## src/rtl/regfile_wr_arbiter.sv

```systemverilog
// Register-file write-port arbiter: zero-fills every register after reset or clear_i, then
// round-robin shares the write port. Define REGFILE_ARB_PERF_EN to add per-requester stall counters.
module regfile_wr_arbiter #(
   parameter int unsigned NR_REQ     = 3,
   parameter int unsigned DATA_WIDTH = 64,
   parameter int unsigned ADDR_WIDTH = 5,
   parameter int unsigned DROP_X0    = 1
) (
   input  logic                                 clk_i,
   input  logic                                 rst_ni,
   input  logic                                 clear_i,
   input  logic [NR_REQ-1:0]                    req_valid_i,
   output logic [NR_REQ-1:0]                    req_ready_o,
   input  logic [NR_REQ-1:0][ADDR_WIDTH-1:0]    req_addr_i,
   input  logic [NR_REQ-1:0][DATA_WIDTH-1:0]    req_data_i,
   output logic                                 rf_we_o,
   output logic [ADDR_WIDTH-1:0]                rf_waddr_o,
   output logic [DATA_WIDTH-1:0]                rf_wdata_o,
   output logic                                 clear_done_o,
`ifdef REGFILE_ARB_PERF_EN
   output logic [NR_REQ-1:0][15:0]              stall_cnt_o,
`endif
   output logic                                 busy_o
);

   localparam int unsigned PtrW = (NR_REQ > 1) ? $clog2(NR_REQ) : 1;

   typedef enum logic {StClear, StRun} state_e;

   state_e                state_q, state_d;
   logic [ADDR_WIDTH-1:0] cnt_q, cnt_d;
   logic [PtrW-1:0]       ptr_q, ptr_d;
   logic                  we_q, we_d;
   logic [ADDR_WIDTH-1:0] waddr_q, waddr_d;
   logic [DATA_WIDTH-1:0] wdata_q, wdata_d;

   logic                  found_hi, found_any, hs;
   logic [PtrW-1:0]       win_hi, win_any, win;
   logic [NR_REQ-1:0]     ready;

   // Rotating priority: lowest valid index at or above the pointer, else lowest valid overall.
   always_comb begin
      found_hi  = 1'b0;
      found_any = 1'b0;
      win_hi    = '0;
      win_any   = '0;
      for (int j = NR_REQ - 1; j >= 0; j--) begin
         if (req_valid_i[j]) begin
            found_any = 1'b1;
            win_any   = PtrW'(j);
            if (j >= int'(ptr_q)) begin
               found_hi = 1'b1;
               win_hi   = PtrW'(j);
            end
         end
      end
      win   = found_hi ? win_hi : win_any;
      hs    = (state_q == StRun) && found_any;
      ready = '0;
      if (hs) begin
         ready[win] = 1'b1;
      end
   end

   always_comb begin
      state_d = state_q;
      cnt_d   = cnt_q;
      ptr_d   = ptr_q;
      we_d    = 1'b0;
      waddr_d = waddr_q;
      wdata_d = wdata_q;
      case (state_q)
         StClear: begin
            we_d    = 1'b1;
            waddr_d = cnt_q;
            wdata_d = '0;
            cnt_d   = cnt_q + 1'b1;
            if (clear_i) begin
               cnt_d = '0;
            end else if (cnt_q == '1) begin
               state_d = StRun;
            end
         end
         StRun: begin
            if (hs) begin
               we_d    = !((DROP_X0 != 0) && (req_addr_i[win] == '0));
               waddr_d = req_addr_i[win];
               wdata_d = req_data_i[win];
               ptr_d   = (win == PtrW'(NR_REQ - 1)) ? '0 : win + 1'b1;
            end
            // A same-cycle grant still lands; the zero-fill follows it.
            if (clear_i) begin
               state_d = StClear;
               cnt_d   = '0;
            end
         end
         default: state_d = StClear;
      endcase
   end

   always_ff @(posedge clk_i) begin
      if (!rst_ni) begin
         state_q <= StClear;
         cnt_q   <= '0;
         ptr_q   <= '0;
         we_q    <= 1'b0;
         waddr_q <= '0;
         wdata_q <= '0;
      end else begin
         state_q <= state_d;
         cnt_q   <= cnt_d;
         ptr_q   <= ptr_d;
         we_q    <= we_d;
         waddr_q <= waddr_d;
         wdata_q <= wdata_d;
      end
   end

`ifdef REGFILE_ARB_PERF_EN
   logic [NR_REQ-1:0][15:0] stall_q;

   always_ff @(posedge clk_i) begin
      for (int i = 0; i < NR_REQ; i++) begin
         if (!rst_ni || clear_i) begin
            stall_q[i] <= '0;
         end else if ((state_q == StRun) && req_valid_i[i] && !ready[i] && (stall_q[i] != '1)) begin
            stall_q[i] <= stall_q[i] + 16'd1;
         end
      end
   end

   assign stall_cnt_o = stall_q;
`endif

   assign req_ready_o  = ready;
   assign rf_we_o      = we_q;
   assign rf_waddr_o   = waddr_q;
   assign rf_wdata_o   = wdata_q;
   assign clear_done_o = (state_q == StRun);
   assign busy_o       = (state_q == StClear);

endmodule

```

## config.mk

```make
export PLATFORM = sky130hd
export DESIGN_NAME = regfile_wr_arbiter
export DESIGN_NICKNAME = d
export VERILOG_FILES = /design/src/rtl/regfile_wr_arbiter.sv
export SDC_FILE = /design/constraint.sdc
export NUM_CORES = 1
export LEC_CHECK = 0
export BUFFER_PORTS_ARGS = -buffer_cell sky130_fd_sc_hd__buf_4
export CORE_AREA = 2 2 112 114
export CTS_BUF_LIST = sky130_fd_sc_hd__clkbuf_16
export CTS_CLUSTER_DIAMETER = 60
export DETAILED_ROUTE_END_ITERATION = 12
export DIE_AREA = 0 0 114 116
export GPL_TIMING_DRIVEN = 0
export PLACE_DENSITY = 0.76
export RECOVER_POWER = 50
export SYNTH_ARGS = -nofsm -noshare
export SYNTH_HDL_FRONTEND = slang
export SYNTH_SLANG_ARGS = --single-unit
```

## constraint.sdc

```tcl
create_clock -name clk_i -period 2.3 [get_ports clk_i]
set_input_delay 0.23 -clock clk_i [delete_from_list [all_inputs] [get_ports clk_i]]
set_output_delay 0.23 -clock clk_i [all_outputs]
set_load 0.02 [all_outputs]
```

==> results of run 1 <==
power by group:
| group | internal, mW | total [mW] | switching [mW] |
|---|---|---|---|
| logic | 0.259 | 0.389 | 0.130 |
| clock network | 0.931 | 1.47 | 0.540 |
| registers | 1.35 | 1.36 | 0.00310 |
stage by stage:
stage | setup WS [ns] | cells | area [µm²] | total power [mW] | hold WS, ns
floorplan | 0.542 | 422 | 3710 | 1.46 | 0.368
global placement | 0.357 | 855 | 6050 | 1.77 | 0.486
detailed placement | 0.321 | 855 | 6050 | 1.78 | 0.490
CTS | 0.110 | 871 | 6350 | 3.24 | 0.131
global route | 0.0339 | 871 | 6090 | 3.34 | 0.137
finish | 0.172 | 871 | 6090 | 3.22 | 0.143
per-layer routing:
| layer | vias up | part of all wire |
|---|---|---|
| li1 | 2244 | - |
| met1 | 2245 | 0.37 |
| met2 | 273 | 0.51 |
| met3 | 21 | 0.097 |
| met4 | 0 | 0.020 |
| met5 | - | 0 |
layout make-up:
cell class / count / area (µm²)
clock buffer: 9 / 225
multi-input combinational: 294 / 1870
sequential: 78 / 1560
clock inverter: 7 / 78.8
timing repair buffer: 286 / 1880
inverter: 6 / 22.5
buffer: 44 / 267
tap: 147 / 184
fill: 1189 / 5830
flip-flops by register name, summed over array words and instances (netlist names):
register / count
ptr_q: 2
cnt_q: 5
rf_waddr_o: 5
clear_done_o: 1
rf_wdata_o: 64
rf_we_o: 1
critical path, cell delays in order, from the launching register on:
cell      delay [ns]
dfxtp_1         0.49
clkinv_1        0.15
buf_2           0.24
nor2_1          0.20
clkbuf_2        0.29
buf_4           0.19
worst paths after layout:
check	startpoint	cells after the start	to	slack, ns
setup / recovery	clear_done_o$_SDFF_PN0_	5	req_ready_o[1]	0.17
hold / removal	req_data_i[101]	3	rf_wdata_o[37]$_SDFFE_PN0P_	0.14
setup reg to reg	clear_done_o$_SDFF_PN0_	7	rf_wdata_o[31]$_SDFFE_PN0P_	0.33
hold reg to reg	rf_waddr_o[3]$_SDFFE_PN0P_	2	rf_waddr_o[3]$_SDFFE_PN0P_	0.52
cell usage after synthesis, drive strengths merged:
| cell type | number | area [µm²] |
|---|---|---|
| a222oi | 64 | 641 |
| o22ai | 1 | 6.26 |
| dfxtp | 78 | 1560 |
| nand3b | 1 | 7.51 |
| nor3 | 1 | 5.00 |
| o21ai | 10 | 50.0 |
| o211ai | 4 | 30.0 |
| a31oi | 2 | 12.5 |
| buf | 30 | 211 |
| o221ai | 2 | 17.5 |
| o2111ai | 1 | 8.76 |
| nand2b | 4 | 25.0 |
| a22o | 1 | 8.76 |
| ha | 2 | 25.0 |
| inv | 5 | 18.8 |
| mux2i | 2 | 20.0 |
| xor2 | 2 | 17.5 |
| and2 | 4 | 25.0 |
| and2b | 1 | 7.51 |
| a21o | 5 | 37.5 |
| clkbuf | 14 | 52.6 |
| nand2 | 71 | 274 |
| nand4 | 2 | 12.5 |
| nor2b | 4 | 32.5 |
| xnor2 | 1 | 8.76 |
| a211o | 1 | 8.76 |
| a21oi | 78 | 398 |
| and4 | 1 | 11.3 |
| a22oi | 5 | 37.5 |
| or3 | 1 | 6.26 |
| a221o | 1 | 10.0 |
| nor2 | 12 | 61.3 |
| nand3 | 7 | 35.0 |
| and3 | 1 | 6.26 |
| o221a | 1 | 11.3 |
| clkinv | 1 | 3.75 |
| a2bb2oi | 1 | 8.76 |
kinds of logic after synthesis:
family                     Yosys count
DFF                                 78
and+or+nand+nor                    110
xor gates and xnor gates             3
adders and majority gates            2
buffers and inverters               50
muxes                                2
AOI/OAI and AO/OA                  177
what timing repair did:
action	in CTS	in global routing
setup endpoints to repair	1	1
resized for setup	1	2
gates cloned	0	0
==> key figures, run 1 <==
Outcome
  – Status: finished clean

Logic synthesis
  – Post-Syn Instances: 422
  – Total number of yosys warnings: 0
  – Adder-cell share of the synthesized area: 0.00674
  – Synthesized flop and latch total: 78
  – Sequential fraction of the synthesis area: 0.420
  – Post-synth net total: 637
  – Mapped Area: 3710 µm²
  – Post-Synth XOR/XNOR Area: 0.00707
  – Distinct cells, synth: 45
  – Syn avg cell area: 8.80 µm²
  – Synth Area in Compound Gates: 0.346
  – Main combinational cell family by area after synthesis: compound AO/OA/AOI/OAI gates
  – Mux cell area share after synthesis: 0.00539
  – Post-Synth Simple-Gate Area: 0.137

Floorplan
  – Chip width: 114 µm
  – Chip height: 116 µm
  – Core Rows: 40
  – Core area: 11900 µm²
  – Starting Density: 0.312
  – Die Area: 13200 µm²
  – Ports: 288

STA
  – Fin crit share: 0.925
  – Clock skew: 0.00321 ns
  – Final hold violations: 0
  – Post-route minimum period: 2.13 ns
  – Worst slew margin: 0.599
  – Setup TNS: 0 ns
  – Unrepaired setup endpoints after global routing: false
  – Final Max Tran Viols: 0
  – Final Setup Violations: 0
  – Worst slew pin tran: 0.597 ns
  – Fmax: 0.470 GHz

Layout
  – Nets: 934
  – Commonest non-fill, non-tap cell in the layout: buf_4
  – Fin util: 0.511
  – Antenna cells: 0
  – Most frequent cells in the layout: 222 x buf_4, 83 x clkbuf_1, 78 x dfxtp_1, 76 x a21oi_1, 70 x nand2_1
  – Proportion of layout cells with a drive suffix above 1: 0.365
  – Area Growth Syn to Fin: 63.8%

Clocking
  – Clk slew on worst S/H paths: 0.06 ns
  – CTS tree: yes
  – Post-CTS setup buffers: 0
  – Root Driver: clkbuf_16
  – Clock latency at the later pin of the worst-skew pair: 0.33 ns
  – # hold bufs at CTS: 0
  – H-tree depth: 3
  – Clock tree sinks: 78
  – CTS Buf Count: 9
  – Clock buffer depth: 2

Pwr
  – Leakage: 2.52 nW
  – Worst vdd ir: 0.267 mV
  – Pwr/cell area: 529 nW/µm²

Global route
  – First-pass GRT wire length: 24000 µm
  – Global Route met1 Usage: 0.263
  – GRT Total Usage: 0.233
  – Number of global-route vias before repair: 4740
  – GRT overflow: 0
  – Antenna violations before repair: 0
  – Largest net degree at the start of global routing: 13
  – Grt peak-use layer: met2
  – Met2 global-route usage: 0.417
  – Met3 Track Usage GR: 0.0680

Critical path
  – Crit-path max FO: 10
  – CP Capture Type: primary output
  – Crit path DAT: 1.90 ns
  – CP Launch Type: register
  – WP data required: 2.07 ns
  – WS Path Type: register to primary output

Placed design
  – Routability cong.: 0.901
  – I/O Buffers: 286
  – Dpl hpwl: 12800 µm

Routing
  – Final ANT Viol Nets: 0
  – Via total after detailed routing: 4783
  – Via density per instance: 5.49
  – Post-DR wirelength/cell: 18.6 µm
  – Drt first pass iters: 7
  – DRC Markers: 0
  – 1st-iter DRT viols: 454
  – Drt total wl: 16200 µm

Min path
  – Min-Delay Path Class: input port to register

Run
  – Max-Cap Viols: 0
No activity file was read; power rests on OpenSTA's default activity.
==> run 2: changes to the inputs <==
- CELL_PAD_IN_SITES_DETAIL_PLACEMENT: unset -> 1
- CELL_PAD_IN_SITES_GLOBAL_PLACEMENT: unset -> 1
- CORE_AREA: 2 2 112 114 -> unset
- CORE_MARGIN: unset -> 2
- CORE_UTILIZATION: unset -> 27
- DIE_AREA: 0 0 114 116 -> unset
- PLACE_DENSITY: 0.76 -> 0.92
==> run 2 against run 1 <==
  * First-iteration DRC count decreased by 6.8%
  * Critical path depth increased by 1
  * Design area decreased by 0.12%
  * Combinational power increased by 2%
  * Total power decreased by 6.0%
  * Hold slack about the same
  * Flip-flop and latch count unchanged
  * Via count increased by 2.2%
  * Die area increased by 11%
  * Non-clock buffer count unchanged
  * Cell count increased by 3.3%
  * Largest cell class unchanged
==> key figures, run 2 (same netlist as run 1, synthesis figures left out) <==
Routing
  – Post-DR wirelength/cell: 20.0 µm
  – Drt total wl: 18000 µm
  – DRC Markers: 0
  – Final ANT Viol Nets: 0
  – Via total after detailed routing: 4886
  – Drt first pass iters: 7
  – 1st-iter DRT viols: 423
  – Via density per instance: 5.43

Global route
  – Largest net degree at the start of global routing: 13
  – Number of global-route vias before repair: 5195
  – Antenna violations before repair: 0
  – GRT Total Usage: 0.233
  – First-pass GRT wire length: 26600 µm
  – GRT overflow: 0

Critical path
  – Slowest cell on crit path: dfxtp_1
  – CP bufs+invs: 3
  – Worst Reg-to-Reg Cells: 7
  – WS Path Type: register to primary output
  – CP Launch Type: register
  – WP data required: 2.07 ns
  – CP delay by family, top: buffers and inverters
  – Crit-path cells: nand2b_1 > a21o_1 > buf_4 > a21oi_2 > buf_2 > buf_4
  – CP most frequent cell: buf_4
  – Crit-path max FO: 10
  – Crit path DAT: 1.89 ns
  – Reg2Reg Capture Point: rf_wdata_o[2]$_SDFFE_PN0P_
  – R2r startpoint: clear_done_o$_SDFF_PN0_
  – Reg-to-reg setup timing slack: 0.32 ns
  – CP Capture Type: primary output
  – CP max stage delay: 0.36 ns

Pwr
  – Pwr/cell area: 498 nW/µm²
  – Sw Share: 0.231
  – Worst vdd ir: 0.292 mV
  – Clk pwr share: 0.420
  – Logic pwr share: 0.131
  – Leakage: 2.51 nW
  – Internal: 2.33 mW
  – Net switching power: 700 µW
  – Reg power frac: 0.449

STA
  – Post-route minimum period: 2.12 ns
  – Hold WS: 0.143 ns
  – Worst slew margin: 0.597
  – Setup TNS: 0 ns
  – Final hold violations: 0
  – Unrepaired setup endpoints after global routing: false
  – Clock skew: 0.00308 ns
  – Final Setup Violations: 0
  – Final Max Tran Viols: 0
  – Fmax: 0.473 GHz
  – Worst slew pin tran: 0.605 ns
  – Fin crit share: 0.920

Clocking
  – Root Driver: clkbuf_16
  – Clock buffer depth: 2
  – H-tree depth: 3
  – CTS tree: yes
  – CTS Buf Count: 9
  – Clock tree sinks: 78
  – Clk slew on worst S/H paths: 0.06 ns
  – # hold bufs at CTS: 0
  – Clock latency at the later pin of the worst-skew pair: 0.34 ns

Run
  – Max-Cap Viols: 0

Min path
  – Hold Path Origin: req_data_i[117]
  – Hold EP: rf_wdata_o[53]$_SDFFE_PN0P_
  – Min-Delay Path Class: input port to register
  – Hold depth: 3

Placed design
  – Post-place instance area: 6080 µm²
  – Dpl hpwl: 14300 µm
  – I/O Buffers: 286
  – Placed Cells incl. Taps: 884
  – Routability cong.: 0.876

Layout
  – Area Growth Syn to Fin: 63.6%
  – Max FFs per register: 64
  – Fin util: 0.455
  – Post-Layout Inst Area: 6080 µm²
  – Most frequent cells in the layout: 222 x buf_4, 83 x clkbuf_1, 78 x dfxtp_1, 76 x a21oi_1, 70 x nand2_1
  – FF+latch area: 1560 µm²
  – Number of fill cells: 1670
  – Post-Layout Cell Count: 900
  – Commonest non-fill, non-tap cell in the layout: buf_4
  – Proportion of layout cells with a drive suffix above 1: 0.366
  – Antenna cells: 0
  – Multi-input logic area: 1870 µm²
  – Nets: 934

Floorplan
  – Starting Density: 0.278
  – Die Area: 14700 µm²
  – Core Rows: 42
  – Chip width: 121 µm
  – Core area: 13300 µm²
  – Chip height: 121 µm
  – Ports: 288

Outcome
  – Status: finished clean
-- run 2: changes by cell type in the layout (fill, tap and decap cells not counted), sizes merged --
cell,delta
clkinvlp,+2
bufinv,-2
clkinv,-3
inv,+3
-- run 2: per-stage QoR --
stage / power (mW) / setup WS (ns)
3_3_place_gp: 1.77 / 0.377
4_1_cts: 3.06 / 0.0701
5_1_grt: 3.14 / 0.0426
2_1_floorplan: 1.46 / 0.542
3_5_place_dp: 1.79 / 0.260
6_report: 3.03 / 0.185
-- run 2: metal layers --
metal / global-route usage / up-vias / share of wire
met2: 0.440 / 222 / 0.54
met3: 0.0597 / 30 / 0.071
met5: 0 / - / 0
met4: 0.0912 / 0 / 0.029
met1: 0.245 / 2394 / 0.36
li1: - / 2240 / -
-- run 2: power by group through the flow --
stage | clock [mW] | combinational [mW] | sequential [mW]
CTS | 1.30 | 0.400 | 1.36
finish | 1.27 | 0.397 | 1.36
global route | 1.35 | 0.425 | 1.36
detailed placement | 0 | 0.399 | 1.39
global placement | 0 | 0.385 | 1.39
floorplan | 0 | 0.0747 | 1.39
-- run 2: worst max-delay path by stage --
stage                             from                     endpoint  depth (start not counted)
2_1_floorplan  clear_done_o$_SDFF_PN0_  rf_wdata_o[41]$_SDFFE_PN0P_                          6
3_3_place_gp            req_valid_i[2]               req_ready_o[1]                          7
6_report         ptr_q[1]$_SDFFE_PN0P_               req_ready_o[2]                          6
4_1_cts          ptr_q[1]$_SDFFE_PN0P_               req_ready_o[1]                          6
3_5_place_dp            req_valid_i[2]   rf_wdata_o[2]$_SDFFE_PN0P_                          9
5_1_grt        clear_done_o$_SDFF_PN0_               req_ready_o[1]                          5
-- run 2: final cells by class --
class / instances / share of cell area
Buffer: 44 / 0.0438
Clock buffer: 9 / 0.0371
Clock inverter: 7 / 0.00576
Inverter: 6 / 0.00371
Multi-Input combinational cell: 294 / 0.307
Sequential cell: 78 / 0.257
Tap cell: 176 / 0.0362
Timing Repair Buffer: 286 / 0.309
-- run 2: worst min-delay path: cells and delay by family --
family | cells | cell delay [ns]
AO/OA/AOI/OAI | 1 | 0.05
buffers and inverters | 1 | 0.11
AND/OR/NAND/NOR | 1 | 0.04
-- run 2: timing repair --
action,4_1_cts,5_1_grt
buffers inserted,0,0
setup endpoints to repair,1,1
resized for setup,1,2
==> run 3: changes to the inputs <==
- BUFFER_PORTS_ARGS: -buffer_cell sky130_fd_sc_hd__buf_4 -> -buffer_cell sky130_fd_sc_hd__buf_2
==> run 3 against run 2 <==
  * Via count decreased by 1.4%
  * Routed wire length decreased by 5.3%
  * Maximum frequency decreased by 0.73%
  * Register-to-register slack improved by 0.03 ns
  * Clock skew increased by 0.0039 ns
  * Sequential power about the same
  * Sequential share of layout area increased by 2.2 points
  * Utilization decreased by 3.5 points
  * Total power increased by 7.7%
==> key figures, run 3 (same netlist as run 1, synthesis figures left out) <==
Clocking
  – CTS tree: yes
  – H-tree depth: 3
  – # hold bufs at CTS: 0
  – Clock tree sinks: 78
  – Clock buffer depth: 2
  – Clock latency at the later pin of the worst-skew pair: 0.33 ns
  – CTS Buf Count: 9
  – Clk slew on worst S/H paths: 0.06 ns
  – Root Driver: clkbuf_16

STA
  – Unrepaired setup endpoints after global routing: false
  – Clock skew: 0.00698 ns
  – Final hold violations: 0
  – Setup TNS: 0 ns
  – Fin crit share: 0.927
  – Hold WS: 0.138 ns
  – Fmax: 0.469 GHz
  – Worst slew pin tran: 0.615 ns
  – Post-route minimum period: 2.13 ns
  – Final Setup Violations: 0
  – Final Max Tran Viols: 0
  – Worst slew margin: 0.590

Layout
  – Area Growth Syn to Fin: 51.0%
  – Commonest non-fill, non-tap cell in the layout: buf_2
  – Proportion of layout cells with a drive suffix above 1: 0.371
  – Antenna cells: 0
  – Most frequent cells in the layout: 233 x buf_2, 82 x clkbuf_1, 77 x dfxtp_1, 76 x a21oi_1, 70 x nand2_1
  – Max FFs per register: 64
  – Nets: 934

Routing
  – Drt total wl: 17100 µm
  – Via density per instance: 5.36
  – Via total after detailed routing: 4816
  – Post-DR wirelength/cell: 19.0 µm
  – Drt first pass iters: 8
  – 1st-iter DRT viols: 475
  – Final ANT Viol Nets: 0
  – DRC Markers: 0

Critical path
  – CP delay by family, top: buffers and inverters
  – CP Capture Type: primary output
  – WP data required: 2.07 ns
  – Crit-path cells: nand2b_1 > a21o_1 > buf_4 > a21oi_2 > buf_2 > buf_2
  – CP max stage delay: 0.35 ns
  – Slowest cell on crit path: dfxtp_1
  – CP bufs+invs: 3
  – Crit-path max FO: 10
  – CP Launch Type: register
  – CP most frequent cell: buf_2
  – Crit path DAT: 1.90 ns
  – WS Path Type: register to primary output

Global route
  – Number of global-route vias before repair: 4989
  – GRT Total Usage: 0.225
  – First-pass GRT wire length: 25900 µm
  – Antenna violations before repair: 0
  – GRT overflow: 0
  – Largest net degree at the start of global routing: 13

Floorplan
  – Ports: 288
  – Core Rows: 42
  – Core area: 13300 µm²
  – Chip width: 121 µm
  – Chip height: 121 µm
  – Die Area: 14700 µm²
  – Starting Density: 0.278

Placed design
  – Dpl hpwl: 13300 µm
  – Routability cong.: 0.843
  – I/O Buffers: 286

Run
  – Max-Cap Viols: 0

Pwr
  – Leakage: 2.36 nW
  – Pwr/cell area: 581 nW/µm²
  – Worst vdd ir: 0.388 mV

Outcome
  – Status: finished clean

Min path
  – Min-Delay Path Class: input port to register
run 3: final timing paths:
check                           endpoint                       start  depth (start not counted)  slack (ns)
max                       req_ready_o[2]       ptr_q[1]$_SDFFE_PN0P_                          6        0.17
min           rf_wdata_o[6]$_SDFFE_PN0P_              req_data_i[70]                          3        0.14
max reg2reg  rf_wdata_o[15]$_SDFFE_PN0P_       ptr_q[1]$_SDFFE_PN0P_                          8        0.35
min reg2reg   rf_waddr_o[3]$_SDFFE_PN0P_  rf_waddr_o[3]$_SDFFE_PN0P_                          2        0.49
run 3: repair_timing:
item,CTS,global route
endpoints found under the setup margin,1,1
buffers inserted,0,0
resized for setup,1,4
run 3: power by group:
part           switching (mW)  leakage (nW)  total [mW]  internal [mW]
registers             0.00268         0.629        1.36           1.35
logic                   0.134          1.56       0.294          0.160
clock network           0.562         0.164        1.61           1.05
run 3: tightest hold or removal path: stages:
cell and delay (ns):
buf_2 0.10, nand2_1 0.05, a21oi_1 0.05
run 3: per-stage QoR:
step	setup WS (ns)	util	power (mW)	cells	cell area (µm²)
floorplan	0.542	-	1.46	422	3710
global route	0.0707	0.420	3.39	899	5610
finish	0.169	0.420	3.26	899	5610
global placement	0.302	0.402	1.67	884	5370
detailed placement	0.289	0.402	1.68	884	5370
CTS	0.104	0.427	3.30	899	5700
run 3: routing by layer:
metal | GRT usage | vias up | share of wire
li1 | - | 2234 | -
met5 | 0 | - | 0
met2 | 0.412 | 222 | 0.52
met3 | 0.0498 | 31 | 0.073
met4 | 0.0769 | 0 | 0.025
met1 | 0.257 | 2329 | 0.38
run 3: final cells by class:
class                      count  area, µm²
clock inverter                 6        103
clock buffer                   9        225
inverter                       6       22.5
multi-input combinational    294       1870
timing repair buffer         286       1340
sequential                    78       1560
tap                          176        220
buffer                        44        267
fill                        1741       7740
